==> src/rtl/frame_pkg.sv <==
// Shared constants for the frame decoder: state encoding, error codes and
// default header bytes, plus the wrapping checksum helper.
package frame_pkg;

  localparam logic [7:0] HDR0_DEFAULT = 8'hAA;
  localparam logic [7:0] HDR1_DEFAULT = 8'h55;

  // Parser state enumeration, kept as plain constants for legacy tools.
  localparam logic [2:0] ST_IDLE    = 3'd0;
  localparam logic [2:0] ST_HDR1    = 3'd1;
  localparam logic [2:0] ST_CMD     = 3'd2;
  localparam logic [2:0] ST_LEN     = 3'd3;
  localparam logic [2:0] ST_PAYLOAD = 3'd4;
  localparam logic [2:0] ST_CHK     = 3'd5;

  localparam logic [1:0] ERR_CHKSUM  = 2'd0;
  localparam logic [1:0] ERR_LEN     = 2'd1;
  localparam logic [1:0] ERR_TIMEOUT = 2'd2;

  function automatic logic [7:0] chk_add(input logic [7:0] acc, input logic [7:0] data);
    return acc + data;
  endfunction

endpackage

==> src/rtl/frame_parser_if.sv <==
// Byte-stream input, payload read port and frame status of the frame decoder.
interface frame_parser_if #(
  parameter int MAX_PAYLOAD = 32
) ();

  localparam int AW = (MAX_PAYLOAD > 1) ? $clog2(MAX_PAYLOAD) : 1;

  logic [7:0]    rx_data;
  logic          rx_valid;
  logic [AW-1:0] payload_rd_addr;
  logic [7:0]    payload_rd_data;
  logic          parse_done;
  logic [7:0]    cmd_out;
  logic [7:0]    len_out;
  logic          parse_error;
  logic [1:0]    err_code;
  logic          busy;

  modport master (
    output rx_data, rx_valid, payload_rd_addr,
    input  payload_rd_data, parse_done, cmd_out, len_out, parse_error, err_code, busy
  );

  modport slave (
    input  rx_data, rx_valid, payload_rd_addr,
    output payload_rd_data, parse_done, cmd_out, len_out, parse_error, err_code, busy
  );

endinterface

==> src/rtl/frame_timeout_timer.sv <==
// Inter-byte idle timer: counts cycles while enabled, clears on each byte,
// and flags expiry while sitting at the terminal count.
module frame_timeout_timer #(
  parameter int TIMEOUT_CYCLES = 100000
) (
  input  logic clk,
  input  logic rst_n,
  input  logic enable,
  input  logic clear,
  output logic expired
);

  localparam int CW = (TIMEOUT_CYCLES > 1) ? $clog2(TIMEOUT_CYCLES) : 1;
  localparam logic [CW-1:0] TERMINAL = CW'(TIMEOUT_CYCLES - 1);

  logic [CW-1:0] count;

  always_ff @(posedge clk or negedge rst_n) begin
    if (!rst_n) begin
      count <= '0;
    end else if (!enable || clear) begin
      count <= '0;
    end else if (count != TERMINAL) begin
      count <= count + CW'(1);
    end
  end

  assign expired = enable && (count == TERMINAL);

endmodule

==> src/rtl/frame_parser.sv <==
// Frame decoder: finds HDR0/HDR1, captures CMD/LEN/payload, checks the
// 8-bit wrapping checksum and reports done/error as registered pulses.
module frame_parser
  import frame_pkg::*;
#(
  parameter logic [7:0] HDR0           = HDR0_DEFAULT,
  parameter logic [7:0] HDR1           = HDR1_DEFAULT,
  parameter int         MAX_PAYLOAD    = 32,
  parameter int         TIMEOUT_CYCLES = 100000
) (
  input  logic           clk,
  input  logic           rst_n,
  frame_parser_if.slave  bus
);

  localparam int         AW      = (MAX_PAYLOAD > 1) ? $clog2(MAX_PAYLOAD) : 1;
  localparam logic [7:0] MAX_LEN = 8'(MAX_PAYLOAD);

  logic [2:0] state;
  logic [7:0] chk_acc;
  logic [7:0] cmd_reg;
  logic [7:0] len_reg;
  logic [7:0] byte_cnt;
  logic       done_q;
  logic       error_q;
  logic [1:0] err_code_q;
  logic [7:0] cmd_out_q;
  logic [7:0] len_out_q;
  logic       timer_expired;
  logic [7:0] buf_mem [MAX_PAYLOAD];

  frame_timeout_timer #(
    .TIMEOUT_CYCLES (TIMEOUT_CYCLES)
  ) u_timer (
    .clk     (clk),
    .rst_n   (rst_n),
    .enable  (state != ST_IDLE),
    .clear   (bus.rx_valid),
    .expired (timer_expired)
  );

  // A byte strobe always takes priority over a simultaneous timeout.
  always_ff @(posedge clk or negedge rst_n) begin
    if (!rst_n) begin
      state      <= ST_IDLE;
      chk_acc    <= '0;
      cmd_reg    <= '0;
      len_reg    <= '0;
      byte_cnt   <= '0;
      done_q     <= 1'b0;
      error_q    <= 1'b0;
      err_code_q <= '0;
      cmd_out_q  <= '0;
      len_out_q  <= '0;
    end else begin
      done_q  <= 1'b0;
      error_q <= 1'b0;
      if (bus.rx_valid) begin
        case (state)
          ST_IDLE: begin
            if (bus.rx_data == HDR0) state <= ST_HDR1;
          end
          ST_HDR1: begin
            if (bus.rx_data == HDR1)      state <= ST_CMD;
            else if (bus.rx_data != HDR0) state <= ST_IDLE;
          end
          ST_CMD: begin
            cmd_reg <= bus.rx_data;
            chk_acc <= bus.rx_data;
            state   <= ST_LEN;
          end
          ST_LEN: begin
            len_reg  <= bus.rx_data;
            chk_acc  <= chk_add(chk_acc, bus.rx_data);
            byte_cnt <= '0;
            if (bus.rx_data > MAX_LEN) begin
              state      <= ST_IDLE;
              error_q    <= 1'b1;
              err_code_q <= ERR_LEN;
            end else if (bus.rx_data == 8'd0) begin
              state <= ST_CHK;
            end else begin
              state <= ST_PAYLOAD;
            end
          end
          ST_PAYLOAD: begin
            chk_acc  <= chk_add(chk_acc, bus.rx_data);
            byte_cnt <= byte_cnt + 8'd1;
            if (byte_cnt == len_reg - 8'd1) state <= ST_CHK;
          end
          ST_CHK: begin
            if (bus.rx_data == chk_acc) begin
              cmd_out_q <= cmd_reg;
              len_out_q <= len_reg;
              done_q    <= 1'b1;
            end else begin
              error_q    <= 1'b1;
              err_code_q <= ERR_CHKSUM;
            end
            state <= ST_IDLE;
          end
          default: state <= ST_IDLE;
        endcase
      end else if (timer_expired) begin
        state      <= ST_IDLE;
        error_q    <= 1'b1;
        err_code_q <= ERR_TIMEOUT;
      end
    end
  end

  // Payload storage carries no reset; contents are only meaningful below len_out.
  always_ff @(posedge clk) begin
    if (bus.rx_valid && (state == ST_PAYLOAD)) begin
      buf_mem[byte_cnt[AW-1:0]] <= bus.rx_data;
    end
  end

  assign bus.payload_rd_data = buf_mem[bus.payload_rd_addr];
  assign bus.parse_done      = done_q;
  assign bus.parse_error     = error_q;
  assign bus.err_code        = err_code_q;
  assign bus.cmd_out         = cmd_out_q;
  assign bus.len_out         = len_out_q;
  assign bus.busy            = (state != ST_IDLE);

endmodule

==> src/flat_wrapper.sv <==
// flat-port wrapper written by rule: the top's interface ports become plain ports
module frame_parser_flat import frame_pkg::*;
#(
  parameter logic [7:0] HDR0           = HDR0_DEFAULT,
  parameter logic [7:0] HDR1           = HDR1_DEFAULT,
  parameter int         MAX_PAYLOAD    = 32,
  parameter int         TIMEOUT_CYCLES = 100000
)
  (clk, rst_n, bus_rx_data, bus_rx_valid, bus_payload_rd_addr, bus_payload_rd_data, bus_parse_done, bus_cmd_out, bus_len_out, bus_parse_error, bus_err_code, bus_busy);
  frame_parser_if #(.MAX_PAYLOAD(MAX_PAYLOAD)) bus_i ();
  input  logic clk;
  input  logic rst_n;
  input wire logic [$bits(bus_i.rx_data)-1:0] bus_rx_data;
  input wire logic [$bits(bus_i.rx_valid)-1:0] bus_rx_valid;
  input wire logic [$bits(bus_i.payload_rd_addr)-1:0] bus_payload_rd_addr;
  output wire logic [$bits(bus_i.payload_rd_data)-1:0] bus_payload_rd_data;
  output wire logic [$bits(bus_i.parse_done)-1:0] bus_parse_done;
  output wire logic [$bits(bus_i.cmd_out)-1:0] bus_cmd_out;
  output wire logic [$bits(bus_i.len_out)-1:0] bus_len_out;
  output wire logic [$bits(bus_i.parse_error)-1:0] bus_parse_error;
  output wire logic [$bits(bus_i.err_code)-1:0] bus_err_code;
  output wire logic [$bits(bus_i.busy)-1:0] bus_busy;
  assign bus_i.rx_data = bus_rx_data;
  assign bus_i.rx_valid = bus_rx_valid;
  assign bus_i.payload_rd_addr = bus_payload_rd_addr;
  assign bus_payload_rd_data = bus_i.payload_rd_data;
  assign bus_parse_done = bus_i.parse_done;
  assign bus_cmd_out = bus_i.cmd_out;
  assign bus_len_out = bus_i.len_out;
  assign bus_parse_error = bus_i.parse_error;
  assign bus_err_code = bus_i.err_code;
  assign bus_busy = bus_i.busy;
  frame_parser #(.HDR0(HDR0), .HDR1(HDR1), .MAX_PAYLOAD(MAX_PAYLOAD), .TIMEOUT_CYCLES(TIMEOUT_CYCLES)) u_core (.clk(clk), .rst_n(rst_n), .bus(bus_i));
endmodule
==> config.mk <==
export PLATFORM = sky130hd
export DESIGN_NAME = frame_parser_flat
export DESIGN_NICKNAME = d
export VERILOG_FILES = /design/src/rtl/frame_pkg.sv /design/src/rtl/frame_parser_if.sv /design/src/rtl/frame_timeout_timer.sv /design/src/rtl/frame_parser.sv /design/src/flat_wrapper.sv
export SDC_FILE = /design/constraint.sdc
export NUM_CORES = 1
export LEC_CHECK = 0
export CORE_MARGIN = 3
export CORE_UTILIZATION = 50
export CTS_BUF_LIST = sky130_fd_sc_hd__clkbuf_8 sky130_fd_sc_hd__clkbuf_16
export DETAILED_ROUTE_END_ITERATION = 8
export PLACE_DENSITY_LB_ADDON = 0.05
export SYNTH_ARGS = -nofsm -noshare
export SYNTH_HDL_FRONTEND = slang
export SYNTH_SLANG_ARGS = --single-unit
==> constraint.sdc <==
create_clock -name clk -period 2.75 [get_ports clk]
set_input_delay 0.55 -clock clk [delete_from_list [all_inputs] [get_ports clk]]
set_output_delay 0.55 -clock clk [all_outputs]
set_load 0.1 [all_outputs]
Word level (Yosys, flattened, before mapping) --
Memories as Yosys holds them, arrays and structs flattened. Cells that the tools add are included.
Word-level totals: flip-flop bits (word level) 72, bits in writable memories 256, input bits 16, output and inout port bits 29, word-level logic and storage cells 82, memories 1
Operators by class: $add $sub $neg 4, $lt $le $gt $ge 1, equality and inequality tests 18, multiplexer cells 28, reduce and logical (&&, ||, !) cells 19
Memories:
- u_core.buf_mem | depth 32, bits a word 8, rd ports 1, clocked after memory_dff 0, write ports 1, RTL line frame_parser.sv:30 | logic [7:0] buf_mem [MAX_PAYLOAD];
Operator list (number):
- 2-to-1 mux 17 bit | 2
- one-hot mux 8 bit (2 select lines) | 2
- 2-to-1 mux 3 bit | 7
- adder 17 x 1 -> 17 bit (second input constant) | 1
- equality test 17 bit (second input constant) | 1
- != test 17 bit (second input constant) | 1
- equality test 8 bit | 2
- one-hot mux 3 bit (5 select lines) | 1
- 2-to-1 mux 1 bit | 10
- != test 3 x 2 -> 1 bit (second input constant) | 3
- adder 8 x 1 -> 8 bit (second input constant) | 1
- adder 8 bit | 1
- equality test 8 x 7 -> 1 bit (second input constant) | 1
- equality test 8 bit (second input constant) | 1
- > comparator 8 x 6 -> 1 bit (second input constant) | 1
- logical NOT 8 bit | 1
- 2-to-1 mux 2 bit | 4
- != test 8 bit (second input constant) | 1
- AND reduction 2 bit | 4
- AND reduction 4 bit | 2
- nonzero test 2 bit | 4
- subtractor 8 x 1 -> 8 bit (second input constant) | 1
- equality test 3 x 2 -> 1 bit (second input constant) | 2
- equality test 3 bit (second input constant) | 2
- 13 further kinds | 14

Depth between registers and ports, before layout --
depth in word-level cells 5, mapped depth 9, depth with buffers taken out 9

Modules after synthesis --
A second synthesis with hierarchy kept.
Second synthesis, totals: cells, all modules 810, area total of the unflattened synthesis 13715.7 um^2
Modules (own cells, without submodules):
- frame_parser | times used 1, cells each 719, area an instance 12794.8 um^2, seq. area each 9063.7 um^2
- frame_timeout_timer | times used 1, cells each 91, area an instance 920.9 um^2, seq. area each 425.4 um^2

Worst setup path before layout --
OpenSTA, ideal clock, no wires.
path type input to output, from input bus_payload_rd_addr[1], to output bus_payload_rd_data[0], arrival 2.467 ns, required time 2.200 ns, setup slack -0.267 ns, stages on the path 5, path buffers 2, cell sequence clkbuf_1 > clkbuf_1 > mux4_2 > mux4_2 > mux2_2
On the way: longest elaborated chain between the ends 1
RTL lines:
- from (decl) | RTL line flat_wrapper.sv:15 | input wire logic [$bits(bus_i.payload_rd_addr)-1:0] bus_payload_rd_addr;
- memory (32 x 8 bit)
- to (decl) | RTL line flat_wrapper.sv:16 | output wire logic [$bits(bus_i.payload_rd_data)-1:0] bus_payload_rd_data;
No other way between the ends.

Worst setup path in the final report --
from memory u_core.buf_mem[15][2], to output bus_payload_rd_data[2]
On the way: longest elaborated chain between the ends 1
RTL lines (RTL line):
- from (decl) | frame_parser.sv:30
- memory (32 x 8 bit)
No other way between the ends.

==> summary.md <==
| Metric | Value |
|---|---|
| Last weighted congestion value of the routability-driven placer | 0.805 |
| Area delta synth->final | 20.2% |
| CTS Hold Bufs | 0 |
| Synth Cell Area | 13700 um^2 |
| Leak Pwr | 6.05 nW |
| Antenna violations before repair | 0 |
| R2R Path End | u_core.bus.cmd_out[4]$_DFFE_PN0P_ |
| Netlist cell types | 55 |
| Number of cells on the worst reg-to-reg path | 8 |
| Setup TNS | -1.48 ns |
| Post-synth EDFFs | 256 |
| Global-route wire length before repair | 48500 um |
| Max Cap Violations | 0 |
| Startpoint types | register |
| Syn. warnings | 0 |
| Die Width | 171 um |
| Synth cell count leaders | 256 x edfxtp_1, 80 x mux4_2, 72 x dfrtp_1 |
| Failing checks | setup timing |
| Fill cells | 1902 |
| Cell count after synthesis | 791 |
| Final worst slack | -0.230 ns |
| Nets@finish | 963 |
| First-pass DRT Iterations | 4 |
| R2R setup slack | 0.56 ns |
| Synth top area share | 56.2% |
| CP Data Arrival Time | 2.43 ns |
| PwrDens | 667 nW/um^2 |
| IO Pins | 45 |
| Count leader, synth | edfxtp_1 |
| Final Cycle Share | 108% |
| Final Max Slew Viols | 0 |
| Initial Util | 51.6% |
| Die Y | 171 um |
| RSZ-0062 raised after global routing | true |
| Minimum period implied by the final worst setup slack | 2.98 ns |
| Clock sink count | 328 |
| Routed vias | 7713 |
| Grt ovf | 0 |
| TritonCTS clock tree | yes |
| DP HPWL | 21200 um |
| Total track usage | 22.1% |
| Slew @ Worst Pin | 0.479 ns |
| FF+latch count, synth | 328 |
| Final Setup Violations | 8 |
| Area leader, netlist | edfxtp_1 |
| Avg Cell Area, Syn | 17.3 um^2 |
| Critical path fanouts, max | 1 |
| Largest net degree at the start of global routing | 36 |
| Worst Skew | 0.0100 ns |
| Largest register FFs | 256 |
| Vias in the first global route | 7850 |
| Die area | 29400 um^2 |
| RR Startpoint | u_core.chk_acc[6]$_DFFE_PN0P_ |
| CTS buffer count | 36 |
| Initial DRC Count | 736 |
| Antenna cells | 0 |
| Number of port buffers | 44 |
| Setup Buffers After CTS | 0 |
| Top cells by area, synth | edfxtp_1 56%, dfrtp_1 13%, mux4_2 13% |
| Async SR Flop Fraction | 22.0% |
| Status | finished with violations |
| DR DRC count | 0 |
| Sequential fraction of the synthesis area | 69.3% |
| Dominant synthesized flop cell | edfxtp_1 |
| Vias per Instance | 5.97 |
| Clk root buf | clkbuf_16 |
| Critical path required time | 2.20 ns |
| Core area | 26500 um^2 |
| # H-tree levels | 2 |
| Slew margin rel. | 67.8% |
| Wirelength, routed | 31800 um |
| Worst slack, placed | -0.363 ns |
| Clk_lat worst skew | 0.50 ns |
| Fmax | 336 MHz |
| Worst setup path category | register to output pin |
| Min-Delay Path Class | input port to asynchronous set/reset pin |
| VDD IR max | 0.556 mV |
| Standard-cell rows | 59 |
| Layout cell share with drive strength beyond 1 | 30.6% |
| WL per Instance | 24.6 um |
| Final hold violations | 0 |
| Setup crit end kind | output pin |
| CTS Buffer Depth | 3 |
| Post-DRT Antenna Nets | 0 |
| Worst-path clk slew | 0.06 ns |
| Post-synthesis net count | 821 |
worst max path at each step:
stage                                   endpoint  cells after the start  slack (ns)                             from
after floorplan           bus_payload_rd_data[0]                      5        0.01           bus_payload_rd_addr[0]
after global placement    bus_payload_rd_data[2]                      6       -0.37           bus_payload_rd_addr[0]
after detailed placement  bus_payload_rd_data[2]                      6       -0.36           bus_payload_rd_addr[0]
after CTS                 bus_payload_rd_data[7]                      6       -0.26           bus_payload_rd_addr[0]
after global routing      bus_payload_rd_data[3]                      4       -0.27   u_core.buf_mem[3][3]$_DFFE_PP_
final                     bus_payload_rd_data[2]                      4       -0.23  u_core.buf_mem[15][2]$_DFFE_PP_
repair_timing:
| item | CTS | global route |
|---|---|---|
| endpoints found under the setup margin | 8 | 8 |
| resized for setup | 9 | 4 |
| gates cloned | 2 | 2 |
per-layer routing:
layer,share of wire (%),wire [um],vias up,GRT usage [%]
met5,0,0,-,0
met1,43,13800,4040,32.7
met3,6.1,1930,30,3.52
met2,49,15700,268,35.8
li1,-,-,3375,-
met4,1.2,391,0,4.27
where the power goes:
group          total (W)  switching (W)  internal, W
Combinational    0.00115       0.000657     0.000490
Sequential       0.00548      0.0000679      0.00541
Clock            0.00435        0.00179      0.00256
Total             0.0110        0.00251      0.00847
per-stage QoR:
stage / cell area, um^2 / utilization (%) / power (W) / hold slack [ns] / cells
CTS: 16400 / 61.8 / 0.0111 / 0.00969 / 1289
detailed placement: 15200 / 57.4 / 0.00670 / 0.467 / 1226
global placement: 15200 / 57.4 / 0.00668 / 0.470 / 1226
floorplan: 13800 / - / 0.00629 / 0.254 / 791
finish: 16400 / 62.1 / 0.0110 / 0.00152 / 1291
global route: 16400 / 62.1 / 0.0114 / 0.0290 / 1291
cell usage in the layout, fill, tap and decap left out, types with 18 or more instances in the layout:
cell type	Yosys	final
buf_4	6	99
nor2_1	67	67
xnor2_1	18	18
o21ai_0	23	23
mux2_2	37	29
clkbuf_16	0	39
dfrtp_1	72	72
inv_1	19	30
mux4_2	80	80
nand2_1	45	45
edfxtp_1	256	256
cell type report:
class / instances / area [um^2] / area share (%)
Sequential cell: 328 / 9490 / 57.7
Multi-Input combinational cell: 410 / 4000 / 24.3
Timing Repair Buffer: 138 / 1400 / 8.52
Clock buffer: 39 / 953 / 5.80
Tap cell: 335 / 419 / 2.55
Clock inverter: 22 / 118 / 0.715
Inverter: 19 / 71.3 / 0.434
worst max-delay path: stages, from the launching register on:
cell and delay (ns):
edfxtp_1 0.36, mux4_2 0.54, mux4_2 0.55, mux2_4 0.31, buf_12 0.17
kinds of logic after synthesis:
kind of cell               share of synthesized area, %
adders and majority gates                          1.33
DFF                                                69.3
muxes                                              16.8
xor gates and xnor gates                           1.73
and+or+nand+nor                                    6.40
buffers and inverters                              1.70
AOI/OAI and AO/OA                                  2.72
No activity file was read; power rests on OpenSTA's default activity.
